$ cat src/rtl/dram_request_queue.sv
// dram_request_queue
// Buffers block read/write requests from one cache and drives a single DRAM
// controller port: one request pulse per transaction, head entry held on the
// address/we/data lines until acknowledge, read data returned over a
// valid/ready response channel.
// Optional build macro: DRAM_REQ_TIMEOUT_EN adds a WAIT watchdog that reissues
// the head request after TIMEOUT_CYCLES cycles without acknowledge and sets a
// sticky timeout_error flag.

`ifndef DRAM_ADDRESS_SIZE
`define DRAM_ADDRESS_SIZE 32
`endif
`ifndef DRAM_WORD_SIZE
`define DRAM_WORD_SIZE 32
`endif
`ifndef DRAM_BLOCK_SIZE
`define DRAM_BLOCK_SIZE 4
`endif

module dram_request_queue #(
    parameter int DEPTH          = 2,
    parameter int TIMEOUT_CYCLES = 255
) (
    input  logic                          clock,
    input  logic                          reset,
    input  logic                          req_valid,
    output logic                          req_ready,
    input  logic [`DRAM_ADDRESS_SIZE-1:0] req_address,
    input  logic                          req_we,
    input  logic [`DRAM_WORD_SIZE-1:0]    req_write_data [`DRAM_BLOCK_SIZE],
    output logic                          rsp_valid,
    input  logic                          rsp_ready,
    output logic [`DRAM_WORD_SIZE-1:0]    rsp_data [`DRAM_BLOCK_SIZE],
    output logic                          wr_done,
    output logic                          dram_request,
    output logic [`DRAM_ADDRESS_SIZE-1:0] dram_address,
    output logic                          dram_we,
    output logic [`DRAM_WORD_SIZE-1:0]    dram_write_data [`DRAM_BLOCK_SIZE],
    input  logic [`DRAM_WORD_SIZE-1:0]    dram_read_data [`DRAM_BLOCK_SIZE],
    input  logic                          dram_acknowledge,
    output logic                          busy,
    output logic                          timeout_error
);

    localparam int AW    = `DRAM_ADDRESS_SIZE;
    localparam int WW    = `DRAM_WORD_SIZE;
    localparam int BW    = `DRAM_BLOCK_SIZE;
    localparam int CNT_W = $clog2(DEPTH + 1);
    localparam int PTR_W = (DEPTH > 1) ? $clog2(DEPTH) : 1;

    // Reject nonsensical configurations at elaboration.
    if (DEPTH < 1 || TIMEOUT_CYCLES < 1) begin : g_param_check
        $error("dram_request_queue: DEPTH and TIMEOUT_CYCLES must both be >= 1");
    end

    typedef enum logic [1:0] {
        S_IDLE  = 2'd0,
        S_ISSUE = 2'd1,
        S_WAIT  = 2'd2,
        S_RESP  = 2'd3
    } state_t;

    state_t state_q, state_d;

    // FIFO storage and bookkeeping
    logic [AW-1:0]    addr_mem_q [DEPTH];
    logic [AW-1:0]    addr_mem_d [DEPTH];
    logic [DEPTH-1:0] we_mem_q, we_mem_d;
    logic [WW-1:0]    data_mem_q [DEPTH][BW];
    logic [WW-1:0]    data_mem_d [DEPTH][BW];
    logic [PTR_W-1:0] wr_ptr_q, wr_ptr_d;
    logic [PTR_W-1:0] rd_ptr_q, rd_ptr_d;
    logic [CNT_W-1:0] count_q, count_d;
    logic             ready_q, ready_d;

    // Response path
    logic [WW-1:0]    rsp_data_q [BW];
    logic [WW-1:0]    rsp_data_d [BW];
    logic             wr_done_q, wr_done_d;

    logic push;
    logic pop;
    logic fifo_empty;
    logic timeout_hit;

    function automatic logic [PTR_W-1:0] ptr_inc(input logic [PTR_W-1:0] p);
        if (p == PTR_W'(DEPTH - 1)) begin
            return '0;
        end
        return p + 1'b1;
    endfunction

    assign fifo_empty = (count_q == '0);
    assign push       = req_valid && ready_q;
    assign pop        = (state_q == S_WAIT) && dram_acknowledge;
    assign req_ready  = ready_q;
    assign wr_done    = wr_done_q;
    assign rsp_data   = rsp_data_q;

`ifdef DRAM_REQ_TIMEOUT_EN
    localparam int TW = $clog2(TIMEOUT_CYCLES + 1);

    logic [TW-1:0] wait_cnt_q, wait_cnt_d;
    logic          timeout_error_q, timeout_error_d;

    assign timeout_hit = (state_q == S_WAIT) && !dram_acknowledge &&
                         (wait_cnt_q == TW'(TIMEOUT_CYCLES - 1));

    // Watchdog: count unacknowledged WAIT cycles, restart on every reissue.
    always_comb begin
        wait_cnt_d      = '0;
        timeout_error_d = timeout_error_q;
        if (timeout_hit) begin
            wait_cnt_d      = '0;
            timeout_error_d = 1'b1;
        end else if (state_q == S_WAIT && !dram_acknowledge) begin
            wait_cnt_d = wait_cnt_q + 1'b1;
        end
    end

    // Watchdog registers; the error flag only clears through reset.
    always_ff @(posedge clock or negedge reset) begin
        if (!reset) begin
            wait_cnt_q      <= '0;
            timeout_error_q <= 1'b0;
        end else begin
            wait_cnt_q      <= wait_cnt_d;
            timeout_error_q <= timeout_error_d;
        end
    end

    assign timeout_error = timeout_error_q;
`else
    assign timeout_hit   = 1'b0;
    assign timeout_error = 1'b0;
`endif

    // FIFO next state: write at the tail on push, advance the head on pop.
    always_comb begin
        addr_mem_d = addr_mem_q;
        we_mem_d   = we_mem_q;
        data_mem_d = data_mem_q;
        wr_ptr_d   = wr_ptr_q;
        rd_ptr_d   = rd_ptr_q;
        count_d    = count_q;
        if (push) begin
            addr_mem_d[wr_ptr_q] = req_address;
            we_mem_d[wr_ptr_q]   = req_we;
            for (int b = 0; b < BW; b++) begin
                data_mem_d[wr_ptr_q][b] = req_write_data[b];
            end
            wr_ptr_d = ptr_inc(wr_ptr_q);
        end
        if (pop) begin
            rd_ptr_d = ptr_inc(rd_ptr_q);
        end
        unique case ({push, pop})
            2'b10:   count_d = count_q + CNT_W'(1);
            2'b01:   count_d = count_q - CNT_W'(1);
            default: count_d = count_q;
        endcase
        ready_d = (count_d != CNT_W'(DEPTH));
    end

    // FIFO registers; ready is registered so it has no path from pop or rsp_ready.
    always_ff @(posedge clock or negedge reset) begin
        if (!reset) begin
            for (int i = 0; i < DEPTH; i++) begin
                addr_mem_q[i] <= '0;
                for (int b = 0; b < BW; b++) begin
                    data_mem_q[i][b] <= '0;
                end
            end
            we_mem_q <= '0;
            wr_ptr_q <= '0;
            rd_ptr_q <= '0;
            count_q  <= '0;
            ready_q  <= 1'b0;
        end else begin
            addr_mem_q <= addr_mem_d;
            we_mem_q   <= we_mem_d;
            data_mem_q <= data_mem_d;
            wr_ptr_q   <= wr_ptr_d;
            rd_ptr_q   <= rd_ptr_d;
            count_q    <= count_d;
            ready_q    <= ready_d;
        end
    end

    // DRAM-side lines mirror the FIFO head, zero when the queue is empty.
    always_comb begin
        dram_address = '0;
        dram_we      = 1'b0;
        for (int b = 0; b < BW; b++) begin
            dram_write_data[b] = '0;
        end
        if (!fifo_empty) begin
            dram_address = addr_mem_q[rd_ptr_q];
            dram_we      = we_mem_q[rd_ptr_q];
            for (int b = 0; b < BW; b++) begin
                dram_write_data[b] = data_mem_q[rd_ptr_q][b];
            end
        end
    end

    // FSM state register.
    always_ff @(posedge clock or negedge reset) begin
        if (!reset) begin
            state_q <= S_IDLE;
        end else begin
            state_q <= state_d;
        end
    end

    // FSM next state; acknowledge only matters while waiting on the controller.
    always_comb begin
        state_d = state_q;
        unique case (state_q)
            S_IDLE: begin
                if (!fifo_empty) begin
                    state_d = S_ISSUE;
                end
            end
            S_ISSUE: begin
                state_d = S_WAIT;
            end
            S_WAIT: begin
                if (dram_acknowledge) begin
                    state_d = dram_we ? S_IDLE : S_RESP;
                end else if (timeout_hit) begin
                    state_d = S_ISSUE;
                end
            end
            S_RESP: begin
                if (rsp_ready) begin
                    state_d = S_IDLE;
                end
            end
            default: state_d = S_IDLE;
        endcase
    end

    // FSM outputs decoded from the registered state.
    always_comb begin
        dram_request = (state_q == S_ISSUE);
        rsp_valid    = (state_q == S_RESP);
        busy         = (state_q != S_IDLE) || !fifo_empty;
    end

    // Capture read data and flag write completion on acknowledge.
    always_comb begin
        rsp_data_d = rsp_data_q;
        wr_done_d  = pop && dram_we;
        if (pop && !dram_we) begin
            rsp_data_d = dram_read_data;
        end
    end

    // Response registers; rsp_data stays put until the next read completes.
    always_ff @(posedge clock or negedge reset) begin
        if (!reset) begin
            for (int b = 0; b < BW; b++) begin
                rsp_data_q[b] <= '0;
            end
            wr_done_q <= 1'b0;
        end else begin
            rsp_data_q <= rsp_data_d;
            wr_done_q  <= wr_done_d;
        end
    end

endmodule

$ cat config.mk
export PLATFORM = sky130hd
export DESIGN_NAME = dram_request_queue
export DESIGN_NICKNAME = d
export VERILOG_FILES = /design/src/rtl/dram_request_queue.sv
export SDC_FILE = /design/constraint.sdc
export NUM_CORES = 1
export LEC_CHECK = 0
export CAP_MARGIN = 20
export CORE_AREA = 10 10 299 157
export CTS_CLUSTER_SIZE = 28
export DETAILED_ROUTE_END_ITERATION = 8
export DIE_AREA = 0 0 309 167
export PLACE_DENSITY_LB_ADDON = 0.08
export RECOVER_POWER = 100
export SLEW_MARGIN = 5
export SYNTH_ARGS = -nofsm -noshare
export SYNTH_HDL_FRONTEND = slang
export SYNTH_SLANG_ARGS = --single-unit
$ cat constraint.sdc
create_clock -name clock -period 2 [get_ports clock]
set_clock_uncertainty 0.15 [all_clocks]
set_input_delay 0.4 -clock clock [delete_from_list [all_inputs] [get_ports clock]]
set_output_delay 0.4 -clock clock [all_outputs]
set_load 0.005 [all_outputs]
# Yosys cells after proc, flatten, opt, wreduce, memory -nomap -nowiden
# Cells that the tools add are included.
# W data, S select, Z words.
# totals
regBits	458
elab_cells	98
# op_classes
add_sub_neg	4
magnitude_cmp	6
n_eq_ne	9
n_mux	43
n_bitwise	2
reduce_logical	13
# ops
op	count
$bwmux W256	4
$mux W128	5
$demux W128 S1	4
$mux W32	6
$mux W96	1
$bwmux W64	1
$mux W64	1
$demux W32 S1	1
$mux W1	12
$mux W2	4
$pmux W2 S4	1
$eq A2 B2 Y1 const B	3
$logic_and A1 B1 Y1	6
$ne A2 B2 Y1 const B	3
$eq A2 B1 Y1 const B	2
$ge A2 B2 Y1 const B	2
$logic_not A2 Y1	2
$lt A1 B2 Y1 const B	2
$not A1 Y2	2
$pmux W2 S2	1
$reduce_and A3 Y1	1
$add A1 B1 Y1 const B	2
$add A2 B1 Y2 const B	1
$bwmux W2	1
other kinds (8)	9

# Longest topological paths before layout
# depth
ltp_word	9
depth_mapped	6

# Worst setup path before layout
# No wires, ideal clock.
# synth_timing
kind	register to register
start	register state_q[0]
end	register rsp_data_q, in the netlist rsp_data[0]
setup_ns	0.128
arrival_ns	1.530
required_ns	1.722
path_slack_ns	0.192
path_stages_with_launch	6
n_path_buf	2
path_cell_list	dfrtp_1 > nand3b_1 > o21ba_2 > buf_6 > buf_4 > mux2_1
# synth_via
elab_chain_len	3
# synth_lines
element	line	source
start, declared	63	state_t state_q, state_d;
start signal, assigned	211	state_q <= state_d;
$eq A2 B2 Y1	95	assign pop = (state_q == S_WAIT) && dram_acknowledge;
$logic_and A1 B1 Y1	95	
$logic_and A1 B1 Y1	254	if (pop && !dram_we) begin
end signal, assigned	267	rsp_data_q <= rsp_data_d;
end, declared	77	logic [WW-1:0] rsp_data_q [BW];
# No other way between the ends.
# A chain may end at the register's enable or synchronous reset.

==> results.ini <==
[detailed_routing]
ant_nets = 0
drt_drc_violations_left = 0
drt-total-wl_um = 62700
viasPerCell = 5.11
firstDrtPassIters = 6
num_vias = 13838
drtIter0Drc = 623
wire_per_inst_um = 23.2

[floorplanning]
dieArea_um2 = 51600
initial_core_util_pct = 46.6
coreArea_um2 = 41600
die_y_um = 167
die_w_um = 309
design.portCount = 589
rows = 53

[synthesis]
ys_ff_latch = 458
avgSynthCellArea_um2 = 14.4
synth_seq_area_share_pct = 59.1
ys_warn_count = 0
synth_area_leaders = dfrtp_1, mux2_1, mux2i_1, mux2_2, nor2_1
syn_area_um2 = 19400
syn-num-nets = 1644
syn_inst = 1349
synth_top_cell_by_area = dfrtp_1
synth_cell_type_count = 25
yosys.area.top_type_share_pct = 59.1

[layout]
multi_input_area_um2 = 8140
final_net_count = 2403
drive_gt1_share_pct = 30.8
regArea_um2 = 11500
fillerInstances = 2798
instances_no_fill = 2706
stdcell_area_um2 = 30000
areaGrowthSynthToFinish_pct = 54.8

[clock_network]
clockBufferDepth = 3
cts-root-buf = clkbuf_16
cts.sink_count = 458
htree_num_levels = 2
cts.clk_slew.worst_paths_ns = 0.07
cts_tree = built
numCtsBuffers = 42
clk_latency_ns = 0.55

[timing]
worstMarginPinSlew_ns = 0.898
fin_crit_ns = 2.59
rsz0062_at_grt = true
fmax_mhz = 386
finalWorstSetupSlack_ns = -0.590
slew_violations = 0
period_share_pct = 130
setup_violations = 361
hold_violations = 0
maxSlewHeadroom_pct = 40.1

[global_routing]
grt_max_degree = 68
grt.overflow.total = 0
grt_pass1_vias = 15158
grt_usage_pct = 21.8
grt_pass1_wl_um = 88500
grt_antenna_before_repair = 18

[status]
violations = negative setup slack
outcome = complete, but fails checks

[power]
clkPwrFrac_pct = 15.5
netSwitchingFraction_pct = 32.9
p_int_mw = 34.6
power_density_nw_per_um2 = 1720
switchingPower_mw = 17.0
power_frac_seq_pct = 32.8
ir_drop_v = 0.000820
pwr-share-comb_pct = 51.7
p_leak_nw = 14.4

[critical_path]
path_class = reg -> out
critPathLaunchType = register
crit_required_ns = 1.45
crit_path_max_fanout = 7
critical_path_arrival_ns = 2.04
endpoint_kind = output port

[place]
dp.cells = 2500
gp_congestion = 0.809
placed_cell_area_um2 = 26800
hpwl_um = 43300
io_buffers = 587

[hold_path]
hp-class = in -> reg

[job]
cap_viol_max_count = 0

==> layer usage <==
layer	track usage (%)	share of wire [%]
met3	5.75	5.8
met5	0	0
met4	8.08	2.7
met2	41.7	55
met1	22.5	36
==> registers in the layout, summed over array words and instances, names as in the netlist <==
name        count
addr_mem_q     64
count_q         2
data_mem_q    256
rd_ptr_q        1
req_ready       1
rsp_data      128
state_q         2
we_mem_q        2
wr_done         1
wr_ptr_q        1
==> Yosys cell counts <==
cell and n:
dfrtp_1 458, xor2_1 1, and2_1 1, a211o_1 1, o21ba_2 1, a31oi_1 1
inv_1 4, buf_6 8, a32oi_1 1, buf_2 41, mux2_2 70, or2_1 1
nand2_1 5, mux2_1 380, clkbuf_1 30, conb_1 1, nor3_1 2, xnor2_1 3
o21ai_0 2, nor2_1 165, mux2i_1 161, nand3b_1 2, nand3_1 2, buf_4 7
ha_1 1
==> logic make-up (layout without fill, tap and decap cells) <==
group           count (synthesis)  in the layout  synth area share, %
xor+xnor                        4              4                0.181
other cells                     1             19               0.0193
mux                           611            611                 34.4
fa+ha+maj                       1              1               0.0645
simple gates                  178            178                 3.54
flops                         458            458                 59.1
buf+inv                        90            879                 2.45
compound gates                  6              6                0.226
==> path summary, 6_finish.rpt <==
kind | startpoint | end | slack [ns] | cells past startpoint
hold reg to reg | rsp_data[79] | rsp_data[79] | 0.33 | 1
max in group asynchronous | reset | rsp_data[103] | -0.02 | 4
hold / removal | dram_acknowledge | state_q[1] | 0.30 | 2
setup reg to reg | rd_ptr_q | rsp_data[77] | -0.47 | 9
setup / recovery | rd_ptr_q | dram_write_data[42] | -0.59 | 7
min in group asynchronous | reset | rsp_data[52] | 0.38 | 2
==> repair_timing <==
item	4_1_cts	5_1_grt
hold endpoints to repair	153	0
endpoints found under the setup margin	312	378
cloned	9	17
pin swaps	16	67
resized for setup	396	536
hold buffers	1	0
buffers inserted	24	72
==> layout make-up <==
| type | instances | share of cell area, % |
|---|---|---|
| well taps | 550 | 2.29 |
| flip-flops and latches | 458 | 38.2 |
| clock buffers | 64 | 4.25 |
| inverters | 4 | 0.0500 |
| repair buffers | 801 | 27.7 |
| clock inverters | 10 | 0.258 |
| multi-input cells | 801 | 27.1 |
| diodes | 18 | 0.150 |
==> power by group through the flow <==
stage               Sequential (mW)  Clock [mW]  Combinational [mW]
CTS                            16.6        8.21                23.7
floorplan                      16.1           0                10.4
global placement               16.4           0                23.3
finish                         16.9        8.00                26.6
detailed placement             16.7           0                23.9
global route                   17.4        8.62                28.4
==> critical path, stage by stage (launching register included) <==
cell and delay, ns:
dfrtp_4 0.56, buf_16 0.17, buf_12 0.13, buf_12 0.14, buf_4 0.13, mux2i_1 0.11
nor2_1 0.13, buf_2 0.13
==> cell usage in the layout, fill, tap and decap left out, types with 3 or more instances in the layout <==
cell	n
mux2_1	260
diode_2	18
dlymetal6s2s_1	87
buf_8	24
nor2_2	11
buf_16	7
xnor2_1	3
nor2_1	152
nand2_1	5
mux2i_4	9
buf_12	47
inv_1	4
clkbuf_4	6
clkbuf_16	61
dlygate4sd2_1	10
clkinv_2	8
clkdlybuf4s50_1	339
mux2_2	70
mux2_4	120
clkbuf_1	11
clkbuf_8	9
buf_6	34
buf_4	75
clkbuf_2	20
dfrtp_1	456
mux2i_2	15
buf_2	130
mux2i_1	137
==> per-stage QoR <==
stage / total power [mW] / hold WS, ns / setup WS [ns] / utilization (%) / TNS [ns]
after global placement: 39.7 / 0.142 / -0.270 / 64.4 / -98.32
after detailed placement: 40.6 / 0.146 / -0.292 / 64.4 / -107.77
final: 51.5 / 0.304 / -0.590 / 72.1 / -122.08
after floorplan: 26.5 / -0.0456 / 0.192 / - / 0
after CTS: 48.5 / 0.177 / -0.753 / 68.3 / -132.38
after global routing: 54.5 / 0.296 / -0.651 / 72.1 / -184.78
Power figures use the tool's default switching activity.
